<file path="src/rtl/spi_regfile_peripheral_if.sv">
// SPI pin bundle between an SPI controller and the register-file target.
// master: the controller side (drives SCLK/COPI/nCS, receives CIPO).
// slave:  the peripheral side (receives SCLK/COPI/nCS, drives CIPO and its enable).
interface spi_regfile_peripheral_if;
    logic sclk;
    logic copi;
    logic ncs;
    logic cipo;
    logic cipo_oe;

    modport master (
        output sclk,
        output copi,
        output ncs,
        input  cipo,
        input  cipo_oe
    );

    modport slave (
        input  sclk,
        input  copi,
        input  ncs,
        output cipo,
        output cipo_oe
    );
endinterface

</file>
<file path="src/rtl/spi_regfile_peripheral.sv">
// SPI mode-0, MSB-first target with write (and optional read) access to a
// parametrised register file.
// Frame: R/W bit (1 = write), ADDR_W address bits, DATA_W data bits.
// The SPI pins are oversampled in the clk domain (f_sclk <= f_clk/8).
// Optional feature: define SPI_READBACK_EN to build CIPO readback of read frames;
// without it, cipo and cipo_oe are tied low and read frames are silently accepted.
module spi_regfile_peripheral #(
    parameter int ADDR_W   = 7,
    parameter int DATA_W   = 8,
    parameter int NUM_REGS = 5
) (
    input  logic                       clk,
    input  logic                       rst,
    spi_regfile_peripheral_if.slave    spi,
    output logic [NUM_REGS*DATA_W-1:0] regs_flat,
    output logic [NUM_REGS-1:0]        wr_strobe,
    output logic                       frame_err
);

    localparam int FRAME = 1 + ADDR_W + DATA_W;
    localparam int CNT_W = $clog2(FRAME + 2);
    localparam logic [CNT_W-1:0]  CNT_FRAME    = CNT_W'(FRAME);
    localparam logic [CNT_W-1:0]  CNT_SAT      = CNT_W'(FRAME + 1);
    // One extra bit so NUM_REGS == 2**ADDR_W is representable.
    localparam logic [ADDR_W:0]   NUM_REGS_EXT = (ADDR_W + 1)'(NUM_REGS);

    typedef enum logic {
        ST_IDLE,
        ST_ACTIVE
    } state_t;

    state_t                 r_state;
    state_t                 w_state_next;

    logic [2:0]             r_sclk_sync;
    logic [1:0]             r_copi_sync;
    logic [2:0]             r_ncs_sync;
    logic                   w_sclk_rise;
    logic                   w_ncs_fall;
    logic                   w_ncs_rise;
    logic                   w_copi;

    logic                   w_bit_take;
    logic                   w_frame_end;

    logic [CNT_W-1:0]       r_bit_cnt;
    logic [FRAME-1:0]       r_shift;
    logic [FRAME-1:0]       w_shift_next;

    logic                   w_rw;
    logic [ADDR_W-1:0]      w_addr;
    logic [DATA_W-1:0]      w_data;
    logic                   w_len_ok;
    logic                   w_mapped;
    logic                   w_commit;
    logic                   w_err;
    logic [NUM_REGS-1:0]    w_hit;

    logic [DATA_W-1:0]      r_regs [NUM_REGS];
    logic [NUM_REGS-1:0]    r_wr_strobe;
    logic                   r_frame_err;

    // Synchronise the asynchronous SPI pins; the 3rd stage gives the edge reference.
    always_ff @(posedge clk) begin
        if (rst) begin
            r_sclk_sync <= 3'b000;
            r_copi_sync <= 2'b00;
            r_ncs_sync  <= 3'b111;
        end else begin
            r_sclk_sync <= {r_sclk_sync[1:0], spi.sclk};
            r_copi_sync <= {r_copi_sync[0], spi.copi};
            r_ncs_sync  <= {r_ncs_sync[1:0], spi.ncs};
        end
    end

    assign w_sclk_rise = r_sclk_sync[1] & ~r_sclk_sync[2];
    assign w_ncs_fall  = ~r_ncs_sync[1] & r_ncs_sync[2];
    assign w_ncs_rise  = r_ncs_sync[1] & ~r_ncs_sync[2];
    assign w_copi      = r_copi_sync[1];

    // Frame state register.
    always_ff @(posedge clk) begin
        if (rst) begin
            r_state <= ST_IDLE;
        end else begin
            r_state <= w_state_next;
        end
    end

    // Frame next-state: ncs rise ends a frame and takes priority over a same-cycle sclk rise.
    always_comb begin
        w_state_next = r_state;
        w_bit_take   = 1'b0;
        w_frame_end  = 1'b0;
        case (r_state)
            ST_IDLE: begin
                if (w_ncs_fall) begin
                    w_state_next = ST_ACTIVE;
                end
            end
            ST_ACTIVE: begin
                if (w_ncs_rise) begin
                    w_state_next = ST_IDLE;
                    w_frame_end  = 1'b1;
                end else if (w_ncs_fall) begin
                    w_state_next = ST_ACTIVE;
                end else if (w_sclk_rise && !r_ncs_sync[1]) begin
                    w_bit_take = 1'b1;
                end
            end
            default: begin
                w_state_next = ST_IDLE;
            end
        endcase
    end

    assign w_shift_next = {r_shift[FRAME-2:0], w_copi};

    // Bit counter (saturating one past a full frame) and frame shifter; an ncs fall restarts both.
    always_ff @(posedge clk) begin
        if (rst || w_ncs_fall) begin
            r_bit_cnt <= '0;
            r_shift   <= '0;
        end else if (w_bit_take) begin
            if (r_bit_cnt != CNT_SAT) begin
                r_bit_cnt <= r_bit_cnt + 1'b1;
            end
            if (r_bit_cnt < CNT_FRAME) begin
                r_shift <= w_shift_next;
            end
        end
    end

    assign w_rw     = r_shift[FRAME-1];
    assign w_addr   = r_shift[DATA_W +: ADDR_W];
    assign w_data   = r_shift[DATA_W-1:0];
    assign w_len_ok = (r_bit_cnt == CNT_FRAME);
    assign w_mapped = ({1'b0, w_addr} < NUM_REGS_EXT);
    assign w_commit = w_frame_end & w_len_ok & w_rw & w_mapped;
    assign w_err    = w_frame_end & (~w_len_ok | (w_rw & ~w_mapped));

    generate
        for (genvar gi = 0; gi < NUM_REGS; gi++) begin : g_reg
            assign w_hit[gi] = w_commit && (w_addr == ADDR_W'(gi));
            assign regs_flat[gi*DATA_W +: DATA_W] = r_regs[gi];
        end
    endgenerate

    // Register file write, per-register strobe and frame error pulse.
    always_ff @(posedge clk) begin
        if (rst) begin
            for (int i = 0; i < NUM_REGS; i++) begin
                r_regs[i] <= '0;
            end
            r_wr_strobe <= '0;
            r_frame_err <= 1'b0;
        end else begin
            for (int i = 0; i < NUM_REGS; i++) begin
                if (w_hit[i]) begin
                    r_regs[i] <= w_data;
                end
            end
            r_wr_strobe <= w_hit;
            r_frame_err <= w_err;
        end
    end

    assign wr_strobe = r_wr_strobe;
    assign frame_err = r_frame_err;

`ifdef SPI_READBACK_EN
    logic                   w_sclk_fall;
    logic [ADDR_W-1:0]      w_rd_addr;
    logic                   w_rd_rw;
    logic                   w_load;
    logic [DATA_W-1:0]      w_rd_val;
    logic [DATA_W-1:0]      w_shadow_shl;
    logic [DATA_W-1:0]      r_shadow;
    logic                   r_cipo;
    logic                   r_rd_active;

    assign w_sclk_fall  = ~r_sclk_sync[1] & r_sclk_sync[2];
    // Address is complete once the bit being taken is the last address bit.
    assign w_rd_addr    = w_shift_next[ADDR_W-1:0];
    assign w_rd_rw      = w_shift_next[ADDR_W];
    assign w_load       = w_bit_take && (r_bit_cnt == CNT_W'(ADDR_W)) && !w_rd_rw;
    assign w_shadow_shl = r_shadow << 1;

    // Readback source mux; unmapped addresses read as zero.
    always_comb begin
        w_rd_val = '0;
        for (int i = 0; i < NUM_REGS; i++) begin
            if (w_rd_addr == ADDR_W'(i)) begin
                w_rd_val = r_regs[i];
            end
        end
    end

    // Shadow snapshot and CIPO shifting: MSB presented after the address, next bit on each data-phase fall.
    always_ff @(posedge clk) begin
        if (rst || w_ncs_fall || w_frame_end) begin
            r_shadow    <= '0;
            r_cipo      <= 1'b0;
            r_rd_active <= 1'b0;
        end else if (w_load) begin
            r_shadow    <= w_rd_val;
            r_cipo      <= w_rd_val[DATA_W-1];
            r_rd_active <= 1'b1;
        end else if (r_rd_active && w_sclk_fall && (r_state == ST_ACTIVE)) begin
            if (r_bit_cnt >= CNT_FRAME) begin
                r_cipo      <= 1'b0;
                r_rd_active <= 1'b0;
            end else if (r_bit_cnt > CNT_W'(ADDR_W + 1)) begin
                r_shadow <= w_shadow_shl;
                r_cipo   <= w_shadow_shl[DATA_W-1];
            end
        end
    end

    assign spi.cipo    = r_cipo;
    assign spi.cipo_oe = (r_state == ST_ACTIVE) & ~r_ncs_sync[1];
`else
    assign spi.cipo    = 1'b0;
    assign spi.cipo_oe = 1'b0;
`endif

endmodule

</file>
<file path="src/flat_wrapper.sv">
// flat-port wrapper written by rule: the top's interface ports become plain ports
module spi_regfile_peripheral_flat 
#(
    parameter int ADDR_W   = 7,
    parameter int DATA_W   = 8,
    parameter int NUM_REGS = 5
)
  (clk, rst, regs_flat, wr_strobe, frame_err, spi_sclk, spi_copi, spi_ncs, spi_cipo, spi_cipo_oe);
  spi_regfile_peripheral_if spi_i ();
  input  logic clk;
  input  logic rst;
  output logic [NUM_REGS*DATA_W-1:0] regs_flat;
  output logic [NUM_REGS-1:0] wr_strobe;
  output logic frame_err;
  input wire logic [$bits(spi_i.sclk)-1:0] spi_sclk;
  input wire logic [$bits(spi_i.copi)-1:0] spi_copi;
  input wire logic [$bits(spi_i.ncs)-1:0] spi_ncs;
  output wire logic [$bits(spi_i.cipo)-1:0] spi_cipo;
  output wire logic [$bits(spi_i.cipo_oe)-1:0] spi_cipo_oe;
  assign spi_i.sclk = spi_sclk;
  assign spi_i.copi = spi_copi;
  assign spi_i.ncs = spi_ncs;
  assign spi_cipo = spi_i.cipo;
  assign spi_cipo_oe = spi_i.cipo_oe;
  spi_regfile_peripheral #(.ADDR_W(ADDR_W), .DATA_W(DATA_W), .NUM_REGS(NUM_REGS)) u_core (.clk(clk), .rst(rst), .spi(spi_i), .regs_flat(regs_flat), .wr_strobe(wr_strobe), .frame_err(frame_err));
endmodule
</file>
<file path="config.mk">
export PLATFORM = sky130hd
export DESIGN_NAME = spi_regfile_peripheral_flat
export DESIGN_NICKNAME = d
export VERILOG_FILES = /design/src/rtl/spi_regfile_peripheral_if.sv /design/src/rtl/spi_regfile_peripheral.sv /design/src/flat_wrapper.sv
export SDC_FILE = /design/constraint.sdc
export NUM_CORES = 1
export LEC_CHECK = 0
export BUFFER_PORTS_ARGS = -buffer_cell sky130_fd_sc_hd__buf_2
export CORE_ASPECT_RATIO = 1.5
export CORE_MARGIN = 5
export CORE_UTILIZATION = 50
export CTS_BUF_LIST = sky130_fd_sc_hd__clkbuf_4 sky130_fd_sc_hd__clkbuf_8
export CTS_CLUSTER_DIAMETER = 40
export DETAILED_ROUTE_END_ITERATION = 6
export PLACE_DENSITY = 0.76
export SLEW_MARGIN = 20
export SYNTH_ARGS = -nofsm -noshare
export SYNTH_HDL_FRONTEND = slang
export SYNTH_SLANG_ARGS = --single-unit
</file>
<file path="constraint.sdc">
create_clock -name clk -period 2.5 [get_ports clk]
set_input_delay 0.125 -clock clk [delete_from_list [all_inputs] [get_ports clk]]
set_output_delay 0.125 -clock clk [all_outputs]
set_load 0.005 [all_outputs]
</file>
==> report_table.html, run 1 <==
<table>
<tr><th>Metric</th><th>Value</th></tr>
<tr><th colspan="2">Timing</th></tr>
<tr><td>Hold violation count in the final report</td><td>0</td></tr>
<tr><td>Setup TNS Final</td><td>0 ns</td></tr>
<tr><td>Number of setup violations in the final report</td><td>0</td></tr>
<tr><td>Upper clock frequency limit</td><td>about 450 MHz</td></tr>
<tr><td>Final worst path period share</td><td>between 80% and 90%</td></tr>
<tr><td>Hold slack final</td><td>roughly 0.097 ns</td></tr>
<tr><td>Actual transition at the worst max-transition pin</td><td>0.5823 ns</td></tr>
<tr><td>RSZ-0062 raised after global routing</td><td>no</td></tr>
<tr><td>Final min period</td><td>2.244 ns</td></tr>
<tr><td>Max Transition Viols Final</td><td>0</td></tr>
<tr><td>Worst clock skew</td><td>0.007815 ns</td></tr>
<tr><td>Max transition margin</td><td>60.88%</td></tr>
<tr><th colspan="2">CTS</th></tr>
<tr><td>Count of clock tree sinks</td><td>76</td></tr>
<tr><td>Number of resized instances in the post-cts repair step</td><td>0</td></tr>
<tr><td>Number of hold buffers added after cts</td><td>3</td></tr>
<tr><td>Buffers inserted by post-CTS timing repair</td><td>0</td></tr>
<tr><td>Clock tree from TritonCTS</td><td>done</td></tr>
<tr><td>Number of clock buffers inserted by TritonCTS</td><td>9</td></tr>
<tr><td>Clock root buffer</td><td>sky130_fd_sc_hd__clkbuf_8</td></tr>
<tr><td>Clock transition at the registers of the reported paths</td><td>0.07 ns</td></tr>
<tr><td>Maximum clock insertion buffer count</td><td>2</td></tr>
<tr><td>H-tree depth reported by CTS</td><td>3</td></tr>
<tr><td>Clk_lat worst skew</td><td>0.34 ns</td></tr>
<tr><th colspan="2">Pwr</th></tr>
<tr><td>Cell Int Power</td><td>1.809 mW</td></tr>
<tr><td>VDD IR-drop max</td><td>just under 0.4 mV</td></tr>
<tr><td>P_leak</td><td>1.207 nW</td></tr>
<tr><td>Proportion of power drawn by the clock network</td><td>a little over a third</td></tr>
<tr><td>P_sw</td><td>0.4790 mW</td></tr>
<tr><td>Share of total power in combinational logic</td><td>slightly above 4%</td></tr>
<tr><td>Fraction of power consumed by sequential logic</td><td>59.4%</td></tr>
<tr><td>Switching power as a share of total power</td><td>20.93%</td></tr>
<tr><td>Total power density per cell area</td><td>679.5 nW/um^2</td></tr>
<tr><th colspan="2">Yosys</th></tr>
<tr><td>Number of distinct standard cells referenced by the synthesized netlist</td><td>38</td></tr>
<tr><td>Synth Area per Inst</td><td>13.57 sq um</td></tr>
<tr><td>Sequential-to-total area share from yosys stat</td><td>68.09%</td></tr>
<tr><td>Syn Inst Count</td><td>between 200 and 250</td></tr>
<tr><td>Post-Syn Area</td><td>2823 sq um</td></tr>
<tr><td>EDFF count, synth</td><td>40</td></tr>
<tr><td>Post-synth top flop</td><td>sky130_fd_sc_hd__edfxtp_1</td></tr>
<tr><td>YS warnings</td><td>0</td></tr>
<tr><td>Post-synthesis register bit count</td><td>76</td></tr>
<tr><td>Share of synthesized flip-flops with an asynchronous set or reset</td><td>0%</td></tr>
<tr><th colspan="2">Cells and area</th></tr>
<tr><td>Final #Nets</td><td>276</td></tr>
<tr><td>Top library cells by usage in the layout, fill and taps aside</td><td>50 x sky130_fd_sc_hd__buf_2, 40 x sky130_fd_sc_hd__edfxtp_1, 36 x sky130_fd_sc_hd__dfxtp_1, 22 x sky130_fd_sc_hd__o211ai_1, 19 x sky130_fd_sc_hd__mux2i_1</td></tr>
<tr><td>Area growth, synth to finish</td><td>19.28%</td></tr>
<tr><td>Share of post-route cells with drive strength above 1</td><td>between 30% and 40%</td></tr>
<tr><td>Most common cell after layout, fill and taps aside</td><td>sky130_fd_sc_hd__buf_2</td></tr>
<tr><td>Final core utilization</td><td>61.31%</td></tr>
<tr><td>Antenna cells</td><td>0</td></tr>
<tr><th colspan="2">Hold path</th></tr>
<tr><td>Worst min-delay path category</td><td>input port to flip-flop</td></tr>
<tr><th colspan="2">Critical path</th></tr>
<tr><td>CP arrival</td><td>2.29 ns</td></tr>
<tr><td>Worst Setup End Kind</td><td>flip-flop</td></tr>
<tr><td>Data required time of the worst path</td><td>approximately 2.5 ns</td></tr>
<tr><td>Maximum fanout along the worst path</td><td>10</td></tr>
<tr><td>CP Launch Type</td><td>flip-flop</td></tr>
<tr><td>Critical setup path kind</td><td>flip-flop to flip-flop</td></tr>
<tr><th colspan="2">Route</th></tr>
<tr><td>Remaining antenna violation count after routing</td><td>0</td></tr>
<tr><td>First-pass iteration count of the detailed router</td><td>6</td></tr>
<tr><td>First-iteration detailed-routing DRC count</td><td>106</td></tr>
<tr><td>DR vias</td><td>1817</td></tr>
<tr><td>Routed wirelength normalized by instance count</td><td>15.72 um</td></tr>
<tr><td>Vias per cell</td><td>5.297</td></tr>
<tr><td>Overall routed net length</td><td>5392 um</td></tr>
<tr><td>Count of unresolved DRC violations after routing</td><td>0</td></tr>
<tr><th colspan="2">Status</th></tr>
<tr><td>Outcome</td><td>completed</td></tr>
<tr><th colspan="2">Global route</th></tr>
<tr><td>Remaining Overflow, GRT</td><td>0</td></tr>
<tr><td>Wire length of the first global-routing pass</td><td>between 8000 and 9000 um</td></tr>
<tr><td>Largest net degree at the start of global routing</td><td>29</td></tr>
<tr><td>GRT Util Overall</td><td>between 10% and 20%</td></tr>
<tr><td>Antenna violations before repair</td><td>0</td></tr>
<tr><td>Number of global-route vias before repair</td><td>approximately 1800</td></tr>
<tr><th colspan="2">Die</th></tr>
<tr><td>Floorplan die width</td><td>71.35 um</td></tr>
<tr><td>Die ar.</td><td>7279 sq um</td></tr>
<tr><td>Num ports</td><td>53</td></tr>
<tr><td>Placeable Area</td><td>about 5500 sq um</td></tr>
<tr><td>Number of core rows</td><td>33</td></tr>
<tr><td>Starting density of the core</td><td>between 50% and 60%</td></tr>
<tr><td>Height of the die</td><td>102.0 um</td></tr>
<tr><th colspan="2">Placed design</th></tr>
<tr><td>Placed wire-length estimate</td><td>3797 um</td></tr>
<tr><td>Routability cong.</td><td>0.7566</td></tr>
<tr><td>Number of I/O port buffers</td><td>50</td></tr>
<tr><th colspan="2">Job</th></tr>
<tr><td>Max_cap viols</td><td>0</td></tr>
</table>
[power groups by stage]
stage	logic (mW)	registers (mW)	clock network, mW
floorplan	0.0367	1.39	0
global placement	0.0899	1.39	0
detailed placement	0.0928	1.39	0
CTS	0.0962	1.36	0.853
global route	0.104	1.36	0.910
finish	0.0944	1.36	0.835
[stage by stage]
step / cell area (sq um) / setup slack (ns) / power [mW] / cells
finish: 3367 / 0.2562 / 2.288 / 343
global route: 3367 / 0.1119 / 2.376 / 343
CTS: 3367 / 0.2724 / 2.308 / 343
detailed placement: 3153 / 0.2962 / 1.480 / 324
global placement: 3153 / 0.4204 / 1.476 / 324
floorplan: 2834 / 0.2132 / 1.429 / 209
[cells in the mapped netlist (2+ instances only)]
library cell | n | area (sq um)
sky130_fd_sc_hd__a221oi_1 | 2 | 17.52
sky130_fd_sc_hd__buf_4 | 3 | 22.52
sky130_fd_sc_hd__buf_6 | 2 | 22.52
sky130_fd_sc_hd__clkbuf_1 | 6 | 22.52
sky130_fd_sc_hd__dfxtp_1 | 36 | 720.7
sky130_fd_sc_hd__edfxtp_1 | 40 | 1201
sky130_fd_sc_hd__ha_1 | 3 | 37.54
sky130_fd_sc_hd__inv_1 | 11 | 41.29
sky130_fd_sc_hd__inv_2 | 2 | 7.510
sky130_fd_sc_hd__mux2i_1 | 19 | 190.2
sky130_fd_sc_hd__nand2_1 | 5 | 18.77
sky130_fd_sc_hd__nand3_1 | 4 | 20.02
sky130_fd_sc_hd__nor2_1 | 8 | 30.03
sky130_fd_sc_hd__nor2b_1 | 4 | 25.02
sky130_fd_sc_hd__nor3_1 | 9 | 45.04
sky130_fd_sc_hd__nor4_1 | 2 | 12.51
sky130_fd_sc_hd__nor4bb_1 | 2 | 20.02
sky130_fd_sc_hd__o211ai_1 | 22 | 165.2
sky130_fd_sc_hd__o21ai_0 | 6 | 30.03
sky130_fd_sc_hd__o31ai_1 | 2 | 15.01
sky130_fd_sc_hd__or2_2 | 2 | 12.51
sky130_fd_sc_hd__or4_1 | 2 | 15.01
[path summary, 6_finish.rpt]
kind	startpoint	endpoint	slack (ns)	depth (start not counted)
setup / recovery	u_core.r_bit_cnt[1]	u_core.r_regs[0][29]	0.26	6
hold / removal	rst	u_core.r_sclk_sync[2]	0.1	2
setup reg to reg	u_core.r_bit_cnt[1]	u_core.r_regs[0][29]	0.26	6
hold reg to reg	u_core.r_ncs_sync[0]	u_core.r_ncs_sync[1]	0.41	1
[sequential cells by signal (all words and copies together), names as in the netlist]
name / flops
u_core.frame_err: 1
u_core.r_bit_cnt: 5
u_core.r_copi_sync: 2
u_core.r_ncs_sync: 3
u_core.r_regs: 40
u_core.r_sclk_sync: 3
u_core.r_shift: 16
u_core.r_state: 1
u_core.wr_strobe: 5
[worst max-delay path, cell delays in order (launching register included)]
cell,delay [ns]
sky130_fd_sc_hd__dfxtp_1,0.34
sky130_fd_sc_hd__inv_1,0.10
sky130_fd_sc_hd__ha_1,0.16
sky130_fd_sc_hd__nor4bb_1,0.38
sky130_fd_sc_hd__nand4_1,0.41
sky130_fd_sc_hd__o21ai_0,0.32
sky130_fd_sc_hd__buf_4,0.23
[per-layer routing]
metal / vias up / global-route usage, % / wire length (um)
li1: 895 / - / -
met4: 0 / 7.670 / 122
met5: - / 0 / 0
met1: 854 / 16.59 / 2123
met3: 10 / 4.921 / 332
met2: 58 / 26.98 / 2813
[cell families after synthesis]
family	Yosys count	share of synthesized area (%)
AND/OR/NAND/NOR	46	9.885
adder cells (fa/ha/maj)	3	1.330
buffers and inverters	26	4.432
AO/OA/AOI/OAI	37	9.397
flip-flops	76	68.08
multiplexers	19	6.738
other	1	0.1329
[area by class of cell]
cell class	instances	area (sq um)
Clock buffer	12	158.9
Clock inverter	4	25.02
Fill cell	432	2125
Inverter	14	53.80
Multi-Input combinational cell	107	787.0
Sequential cell	76	1922
Tap cell	70	87.58
Timing Repair Buffer	60	332.8
Power figures use the tool's default switching activity.
==> run 2, diff against run 1 <==
--- a/config.mk
+++ b/config.mk
@@ -13,6 +13,7 @@
 export CTS_CLUSTER_DIAMETER = 40
 export DETAILED_ROUTE_END_ITERATION = 6
 export PLACE_DENSITY = 0.76
+export REMOVE_ABC_BUFFERS = 1
 export SLEW_MARGIN = 20
 export SYNTH_ARGS = -nofsm -noshare
 export SYNTH_HDL_FRONTEND = slang
==> run 2 against run 1 <==
Net effect:
- power increased by 5.0%
- clock skew increased by 0.0030 ns
- die area unchanged
- sequential share of layout area decreased by 0.65 points
- setup slack improved by 0.098 ns
- global-route usage increased by 0.84 points
- first-iteration DRC count increased by 8.5%
- critical path type unchanged
- critical endpoint is now u_core.r_regs[0][32]
- largest power group unchanged
- highest routed layer unchanged
==> report_table.html, run 2 (synthesized netlist as in run 1, its figures left out) <==
<table>
<tr><th>Metric</th><th>Value</th></tr>
<tr><th colspan="2">Route</th></tr>
<tr><td>Vias per cell</td><td>~5.4</td></tr>
<tr><td>Remaining antenna violation count after routing</td><td>0</td></tr>
<tr><td>Routed wirelength normalized by instance count</td><td>around 16 um</td></tr>
<tr><td>First-iteration detailed-routing DRC count</td><td>115</td></tr>
<tr><td>Overall routed net length</td><td>5491 um</td></tr>
<tr><td>Count of unresolved DRC violations after routing</td><td>0</td></tr>
<tr><td>First-pass iteration count of the detailed router</td><td>4</td></tr>
<tr><td>DR vias</td><td>~1900</td></tr>
<tr><th colspan="2">Critical path</th></tr>
<tr><td>Critical setup path kind</td><td>flip-flop to flip-flop</td></tr>
<tr><td>Start point of the critical path</td><td>u_core.r_bit_cnt[0]</td></tr>
<tr><td>Max incr delay on CP</td><td>0.59 ns</td></tr>
<tr><td>Data required time of the worst path</td><td>2.56 ns</td></tr>
<tr><td>Critical R2R Launch</td><td>u_core.r_bit_cnt[0]</td></tr>
<tr><td>Maximum fanout along the worst path</td><td>8</td></tr>
<tr><td>CP arrival</td><td>2.20 ns</td></tr>
<tr><td>Reg2Reg Capture Point</td><td>u_core.r_regs[0][32]</td></tr>
<tr><td>Slowest CP cell</td><td>sky130_fd_sc_hd__nor3_1</td></tr>
<tr><td>Worst r2r path cells</td><td>5</td></tr>
<tr><td>CP Launch Type</td><td>flip-flop</td></tr>
<tr><td>Worst-case register-to-register setup slack</td><td>between 0.3 and 0.4 ns</td></tr>
<tr><td>Worst Setup End Kind</td><td>flip-flop</td></tr>
<tr><td>Worst Setup EP</td><td>u_core.r_regs[0][32]</td></tr>
<tr><td>Crit path cell chain</td><td>inv_1 &gt; ha_1 &gt; nor4bb_1 &gt; nand2_1 &gt; nor3_1</td></tr>
<tr><th colspan="2">Hold path</th></tr>
<tr><td>Worst min-delay path category</td><td>input port to flip-flop</td></tr>
<tr><td>Hold Path Cell Cnt</td><td>2</td></tr>
<tr><th colspan="2">CTS</th></tr>
<tr><td>Clk_lat worst skew</td><td>about 0.35 ns</td></tr>
<tr><td>H-tree depth reported by CTS</td><td>3</td></tr>
<tr><td>Maximum clock insertion buffer count</td><td>2</td></tr>
<tr><td>Count of clock tree sinks</td><td>76</td></tr>
<tr><td>Number of clock buffers inserted by TritonCTS</td><td>9</td></tr>
<tr><td>Clock root buffer</td><td>sky130_fd_sc_hd__clkbuf_8</td></tr>
<tr><td>Clock transition at the registers of the reported paths</td><td>0.08 ns</td></tr>
<tr><td>Clock tree from TritonCTS</td><td>done</td></tr>
<tr><td>Number of resized instances in the post-cts repair step</td><td>0</td></tr>
<tr><th colspan="2">Timing</th></tr>
<tr><td>Final min period</td><td>2.146 ns</td></tr>
<tr><td>Actual transition at the worst max-transition pin</td><td>0.6352 ns</td></tr>
<tr><td>Hold violation count in the final report</td><td>0</td></tr>
<tr><td>Upper clock frequency limit</td><td>around 470 MHz</td></tr>
<tr><td>Worst clock skew</td><td>~0.011 ns</td></tr>
<tr><td>PnR worst setup slack</td><td>around 0.35 ns</td></tr>
<tr><td>Max Transition Viols Final</td><td>0</td></tr>
<tr><td>Max transition margin</td><td>57.33%</td></tr>
<tr><td>Number of setup violations in the final report</td><td>0</td></tr>
<tr><td>Final worst path period share</td><td>a little under nine tenths</td></tr>
<tr><td>RSZ-0062 raised after global routing</td><td>no</td></tr>
<tr><th colspan="2">Cells and area</th></tr>
<tr><td>Final #Nets</td><td>278</td></tr>
<tr><td>Register ranked first by flip-flop count</td><td>u_core.r_regs</td></tr>
<tr><td>FF/Latch Area</td><td>1922 sq um</td></tr>
<tr><td>Post-route cell area</td><td>3406 sq um</td></tr>
<tr><td>Share of post-route cells with drive strength above 1</td><td>a little under a third</td></tr>
<tr><td>Multi-input logic area</td><td>787.0 sq um</td></tr>
<tr><td>Fillers</td><td>between 400 and 500</td></tr>
<tr><td>Biggest regs</td><td>u_core.r_regs: 40 flops, u_core.r_shift: 16 flops</td></tr>
<tr><td>Antenna cells</td><td>0</td></tr>
<tr><td>Top library cells by usage in the layout, fill and taps aside</td><td>50 x sky130_fd_sc_hd__buf_2, 40 x sky130_fd_sc_hd__edfxtp_1, 36 x sky130_fd_sc_hd__dfxtp_1, 22 x sky130_fd_sc_hd__o211ai_1, 19 x sky130_fd_sc_hd__mux2i_1</td></tr>
<tr><td>Area growth, synth to finish</td><td>20.66%</td></tr>
<tr><td>Number of flip-flops under the largest register name</td><td>40</td></tr>
<tr><td>Most common cell after layout, fill and taps aside</td><td>sky130_fd_sc_hd__buf_2</td></tr>
<tr><th colspan="2">Global route</th></tr>
<tr><td>Largest net degree at the start of global routing</td><td>29</td></tr>
<tr><td>Remaining Overflow, GRT</td><td>0</td></tr>
<tr><td>GRT Util Overall</td><td>16.24%</td></tr>
<tr><td>Wire length of the first global-routing pass</td><td>approximately 9000 um</td></tr>
<tr><td>Antenna violations before repair</td><td>0</td></tr>
<tr><td>Number of global-route vias before repair</td><td>1882</td></tr>
<tr><th colspan="2">Placed design</th></tr>
<tr><td>Worst-case setup slack after placement</td><td>0.2568 ns</td></tr>
<tr><td>Routability cong.</td><td>between 0.7 and 0.8</td></tr>
<tr><td>Placed wire-length estimate</td><td>roughly 4000 um</td></tr>
<tr><td>Number of I/O port buffers</td><td>50</td></tr>
<tr><td>Dpl cell area</td><td>about 3200 sq um</td></tr>
<tr><th colspan="2">Pwr</th></tr>
<tr><td>VDD IR-drop max</td><td>0.4613 mV</td></tr>
<tr><td>Total power density per cell area</td><td>just over 700 nW/um^2</td></tr>
<tr><td>P_leak</td><td>1.227 nW</td></tr>
<tr><th colspan="2">Die</th></tr>
<tr><td>Number of core rows</td><td>33</td></tr>
<tr><td>Num ports</td><td>53</td></tr>
<tr><td>Die ar.</td><td>7279 sq um</td></tr>
<tr><td>Height of the die</td><td>just over 100 um</td></tr>
<tr><td>Starting density of the core</td><td>approximately 51%</td></tr>
<tr><td>Placeable Area</td><td>5492 sq um</td></tr>
<tr><td>Floorplan die width</td><td>just over 70 um</td></tr>
<tr><th colspan="2">Job</th></tr>
<tr><td>Max_cap viols</td><td>0</td></tr>
<tr><th colspan="2">Status</th></tr>
<tr><td>Outcome</td><td>completed</td></tr>
</table>
==> run 2: cell types whose count changed in the layout (fill, tap and decap cells not counted) <==
cell | previous run | this run
sky130_fd_sc_hd__buf_4 | 7 | 9
sky130_fd_sc_hd__clkinv_2 | 3 | 1
sky130_fd_sc_hd__clkinv_4 | 0 | 2
sky130_fd_sc_hd__bufinv_16 | 0 | 1
sky130_fd_sc_hd__clkbuf_4 | 1 | 0
sky130_fd_sc_hd__clkbuf_8 | 11 | 10
sky130_fd_sc_hd__clkinvlp_4 | 2 | 1
sky130_fd_sc_hd__inv_4 | 0 | 1
sky130_fd_sc_hd__inv_6 | 0 | 1
==> run 2: worst min path at each step <==
stage,start,to,slack (ns)
3_5_place_dp,spi_ncs,u_core.r_ncs_sync[0],0.31
6_report,rst,u_core.r_sclk_sync[1],0.09
4_1_cts,rst,u_core.r_sclk_sync[2],0.08
5_1_grt,rst,u_core.r_sclk_sync[2],0.09
3_3_place_gp,spi_ncs,u_core.r_ncs_sync[0],0.31
2_1_floorplan,rst,u_core.r_state,0.19
==> run 2: per-stage QoR <==
step           hold slack, ns  setup TNS (ns)  total power, mW  instances  utilization, %
4_1_cts               0.08043               0            2.423        343           61.75
5_1_grt               0.08895               0            2.500        345           62.02
6_report              0.08881               0            2.402        345           62.02
3_5_place_dp           0.3117               0            1.480        324           57.42
2_1_floorplan          0.1941          -1.269            1.421        197               -
3_3_place_gp           0.3085               0            1.475        324           57.42
==> run 2: layer usage <==
layer	wire length, um	global-route usage, %	up-vias	share of wire [%]
met1	2125	17.33	891	39
met3	394	5.807	7	7.2
met4	61	6.512	0	1.1
met2	2909	28.97	63	53
met5	0	0	-	0
li1	-	-	897	-
==> run 2: final cells by class <==
type                            instances  share of cell area [%]
Sequential cell                        76                   56.43
Clock buffer                           10                   4.041
Inverter                               14                   1.580
Multi-Input combinational cell        107                   23.11
Clock inverter                          6                   2.057
Timing Repair Buffer                   62                   10.21
Tap cell                               70                   2.572
==> run 2: where the power goes <==
part / internal [mW] / switching, mW
clock: 0.495 / 0.454
combinational: 0.0397 / 0.0528
sequential: 1.35 / 0.0141
==> run 2: repair_timing <==
item | 4_1_cts | 5_1_grt
buffers inserted | 0 | 2
endpoints found under the setup margin | 0 | 8
hold buffers | 3 | 0
endpoints found under the hold margin | 3 | 0
==> run 2: worst max-delay path: cells and delay by family (launching register included) <==
family,cells,cell delay (ns)
and+or+nand+nor,3,1.24
buffers and inverters,1,0.09
adders and majority gates,1,0.17
DFF,1,0.36
==> run 3, diff against run 2 <==
--- a/config.mk
+++ b/config.mk
@@ -13,6 +13,7 @@
 export CTS_CLUSTER_DIAMETER = 40
 export DETAILED_ROUTE_END_ITERATION = 6
 export PLACE_DENSITY = 0.76
+export RECOVER_POWER = 100
 export REMOVE_ABC_BUFFERS = 1
 export SLEW_MARGIN = 20
 export SYNTH_ARGS = -nofsm -noshare
==> run 3 against run 2 <==
Net effect:
- count of clock-buffer cells in the layout is the same
- combinational power decreased by 6.8%
- core utilization shrank 1.0 points
- power down 0.16%
- routed wire length increased by 0.42%
==> report_table.html, run 3 (synthesized netlist as in run 1, its figures left out) <==
<table>
<tr><th>Metric</th><th>Value</th></tr>
<tr><th colspan="2">Status</th></tr>
<tr><td>Outcome</td><td>completed</td></tr>
<tr><th colspan="2">Timing</th></tr>
<tr><td>Final min period</td><td>2.216 ns</td></tr>
<tr><td>Final worst path period share</td><td>88.63%</td></tr>
<tr><td>Number of setup violations in the final report</td><td>0</td></tr>
<tr><td>Max Transition Viols Final</td><td>0</td></tr>
<tr><td>Hold slack final</td><td>0.08887 ns</td></tr>
<tr><td>Setup TNS Final</td><td>0 ns</td></tr>
<tr><td>Upper clock frequency limit</td><td>451.3 MHz</td></tr>
<tr><td>Actual transition at the worst max-transition pin</td><td>0.6412 ns</td></tr>
<tr><td>Hold violation count in the final report</td><td>0</td></tr>
<tr><td>Worst clock skew</td><td>0.01074 ns</td></tr>
<tr><td>Max transition margin</td><td>56.93%</td></tr>
<tr><td>RSZ-0062 raised after global routing</td><td>no</td></tr>
<tr><th colspan="2">Placed design</th></tr>
<tr><td>Number of I/O port buffers</td><td>50</td></tr>
<tr><td>Number of placed instances, taps included</td><td>324</td></tr>
<tr><td>Placed wire-length estimate</td><td>3895 um</td></tr>
<tr><td>Routability cong.</td><td>between 0.7 and 0.8</td></tr>
<tr><th colspan="2">Cells and area</th></tr>
<tr><td>Antenna cells</td><td>0</td></tr>
<tr><td>Register ranked first by flip-flop count</td><td>u_core.r_regs</td></tr>
<tr><td>Final std cells w/o fill</td><td>345</td></tr>
<tr><td>Number of flip-flops under the largest register name</td><td>40</td></tr>
<tr><td>Most common cell after layout, fill and taps aside</td><td>sky130_fd_sc_hd__edfxtp_1</td></tr>
<tr><td>Final #Nets</td><td>278</td></tr>
<tr><td>Area growth, synth to finish</td><td>18.66%</td></tr>
<tr><td>Biggest regs</td><td>u_core.r_regs: 40 flops, u_core.r_shift: 16 flops</td></tr>
<tr><td>Share of post-route cells with drive strength above 1</td><td>22.55%</td></tr>
<tr><td>Top library cells by usage in the layout, fill and taps aside</td><td>40 x sky130_fd_sc_hd__edfxtp_1, 36 x sky130_fd_sc_hd__dfxtp_1, 30 x sky130_fd_sc_hd__buf_2, 22 x sky130_fd_sc_hd__o211ai_1, 21 x sky130_fd_sc_hd__clkbuf_1</td></tr>
<tr><th colspan="2">Job</th></tr>
<tr><td>Max_cap viols</td><td>0</td></tr>
<tr><th colspan="2">Route</th></tr>
<tr><td>First-pass iteration count of the detailed router</td><td>4</td></tr>
<tr><td>Remaining antenna violation count after routing</td><td>0</td></tr>
<tr><td>Vias per cell</td><td>roughly 5.4</td></tr>
<tr><td>Routed wirelength normalized by instance count</td><td>15.98 um</td></tr>
<tr><td>First-iteration detailed-routing DRC count</td><td>141</td></tr>
<tr><td>DR vias</td><td>between 1500 and 2000</td></tr>
<tr><td>Count of unresolved DRC violations after routing</td><td>0</td></tr>
<tr><td>Overall routed net length</td><td>5514 um</td></tr>
<tr><th colspan="2">Global route</th></tr>
<tr><td>Wire length of the first global-routing pass</td><td>~9000 um</td></tr>
<tr><td>Largest net degree at the start of global routing</td><td>29</td></tr>
<tr><td>Remaining Overflow, GRT</td><td>0</td></tr>
<tr><td>Number of global-route vias before repair</td><td>1882</td></tr>
<tr><td>GRT Util Overall</td><td>16.24%</td></tr>
<tr><td>Antenna violations before repair</td><td>0</td></tr>
<tr><th colspan="2">Hold path</th></tr>
<tr><td>Worst min-delay path category</td><td>input port to flip-flop</td></tr>
<tr><th colspan="2">Pwr</th></tr>
<tr><td>P_leak</td><td>1.158 nW</td></tr>
<tr><td>VDD IR-drop max</td><td>0.4613 mV</td></tr>
<tr><td>Total power density per cell area</td><td>716.1 nW/um^2</td></tr>
<tr><th colspan="2">CTS</th></tr>
<tr><td>Clock transition at the registers of the reported paths</td><td>0.08 ns</td></tr>
<tr><td>Count of clock tree sinks</td><td>76</td></tr>
<tr><td>Maximum clock insertion buffer count</td><td>2</td></tr>
<tr><td>Number of clock buffers inserted by TritonCTS</td><td>9</td></tr>
<tr><td>Clock tree from TritonCTS</td><td>done</td></tr>
<tr><td>Clock root buffer</td><td>sky130_fd_sc_hd__clkbuf_8</td></tr>
<tr><td>H-tree depth reported by CTS</td><td>3</td></tr>
<tr><td>Clk_lat worst skew</td><td>0.35 ns</td></tr>
<tr><th colspan="2">Die</th></tr>
<tr><td>Num ports</td><td>53</td></tr>
<tr><td>Floorplan die width</td><td>71.35 um</td></tr>
<tr><td>Die ar.</td><td>7279 sq um</td></tr>
<tr><td>Starting density of the core</td><td>between 50% and 60%</td></tr>
<tr><td>Placeable Area</td><td>5492 sq um</td></tr>
<tr><td>Height of the die</td><td>slightly above 100 um</td></tr>
<tr><td>Number of core rows</td><td>33</td></tr>
<tr><th colspan="2">Critical path</th></tr>
<tr><td>Maximum fanout along the worst path</td><td>9</td></tr>
<tr><td>Worst Setup End Kind</td><td>flip-flop</td></tr>
<tr><td>Slowest CP cell</td><td>sky130_fd_sc_hd__nor4bb_1</td></tr>
<tr><td>Crit path cell chain</td><td>inv_1 &gt; ha_1 &gt; nor4bb_1 &gt; nand4_1 &gt; clkbuf_1 &gt; o41ai_2 &gt; clkbuf_2</td></tr>
<tr><td>CP arrival</td><td>around 2.2 ns</td></tr>
<tr><td>Max incr delay on CP</td><td>0.37 ns</td></tr>
<tr><td>Critical setup path kind</td><td>flip-flop to flip-flop</td></tr>
<tr><td>Data required time of the worst path</td><td>2.53 ns</td></tr>
<tr><td>CP Launch Type</td><td>flip-flop</td></tr>
</table>
run 3: power by group:
part           switching, mW  internal (mW)  total (mW)
sequential            0.0146           1.35        1.36
clock                  0.455          0.495       0.951
combinational         0.0523         0.0339      0.0862
total                  0.522           1.88        2.40
run 3: path summary, 6_finish.rpt:
path                            depth (start not counted)  slack (ns)                     to                  from
worst max-delay path                                    7        0.28    u_core.r_regs[0][5]   u_core.r_bit_cnt[0]
worst min-delay path                                    2        0.09  u_core.r_sclk_sync[1]                   rst
worst max register to register                          7        0.28    u_core.r_regs[0][5]   u_core.r_bit_cnt[0]
worst min register to register                          1        0.41   u_core.r_ncs_sync[1]  u_core.r_ncs_sync[0]
run 3: critical path: cells and delay by family (launching register included):
kind	cells	cell delay, ns
buffers and inverters	3	0.62
AND/OR/NAND/NOR	2	0.50
flip-flops	1	0.36
AO/OA/AOI/OAI	1	0.24
adder cells (fa/ha/maj)	1	0.17
run 3: layout make-up:
type / count / area (sq um)
fillers: 444 / 2142
flip-flops and latches: 76 / 1922
multi-input cells: 107 / 772.0
repair buffers: 62 / 306.5
clock buffers: 10 / 137.6
well taps: 70 / 87.58
clock inverters: 6 / 70.07
inverters: 14 / 53.80
run 3: timing repair:
item	in CTS	in global routing
hold buffers	3	0
setup endpoints to repair	0	8
buffers inserted	0	2
endpoints found under the hold margin	3	0
resized for setup	0	0
run 3: metrics by stage:
stage | utilization, % | total power [mW] | worst slack (ns) | area, sq um
after floorplan | - | 1.421 | -0.1587 | 2755
after global placement | 57.42 | 1.475 | 0.3959 | 3153
after detailed placement | 57.42 | 1.480 | 0.2568 | 3153
after CTS | 61.75 | 2.423 | 0.2515 | 3391
after global routing | 60.99 | 2.495 | 0.1213 | 3349
final | 60.99 | 2.399 | 0.2841 | 3349
run 3: metal layers:
layer	vias to the layer above	track usage (%)	part of all wire (%)	wire length (um)
met2	69	28.97	53	2934
li1	897	-	-	-
met3	7	5.807	7.1	389
met5	-	0	0	0
met1	894	17.33	39	2129
met4	0	6.512	1.1	61
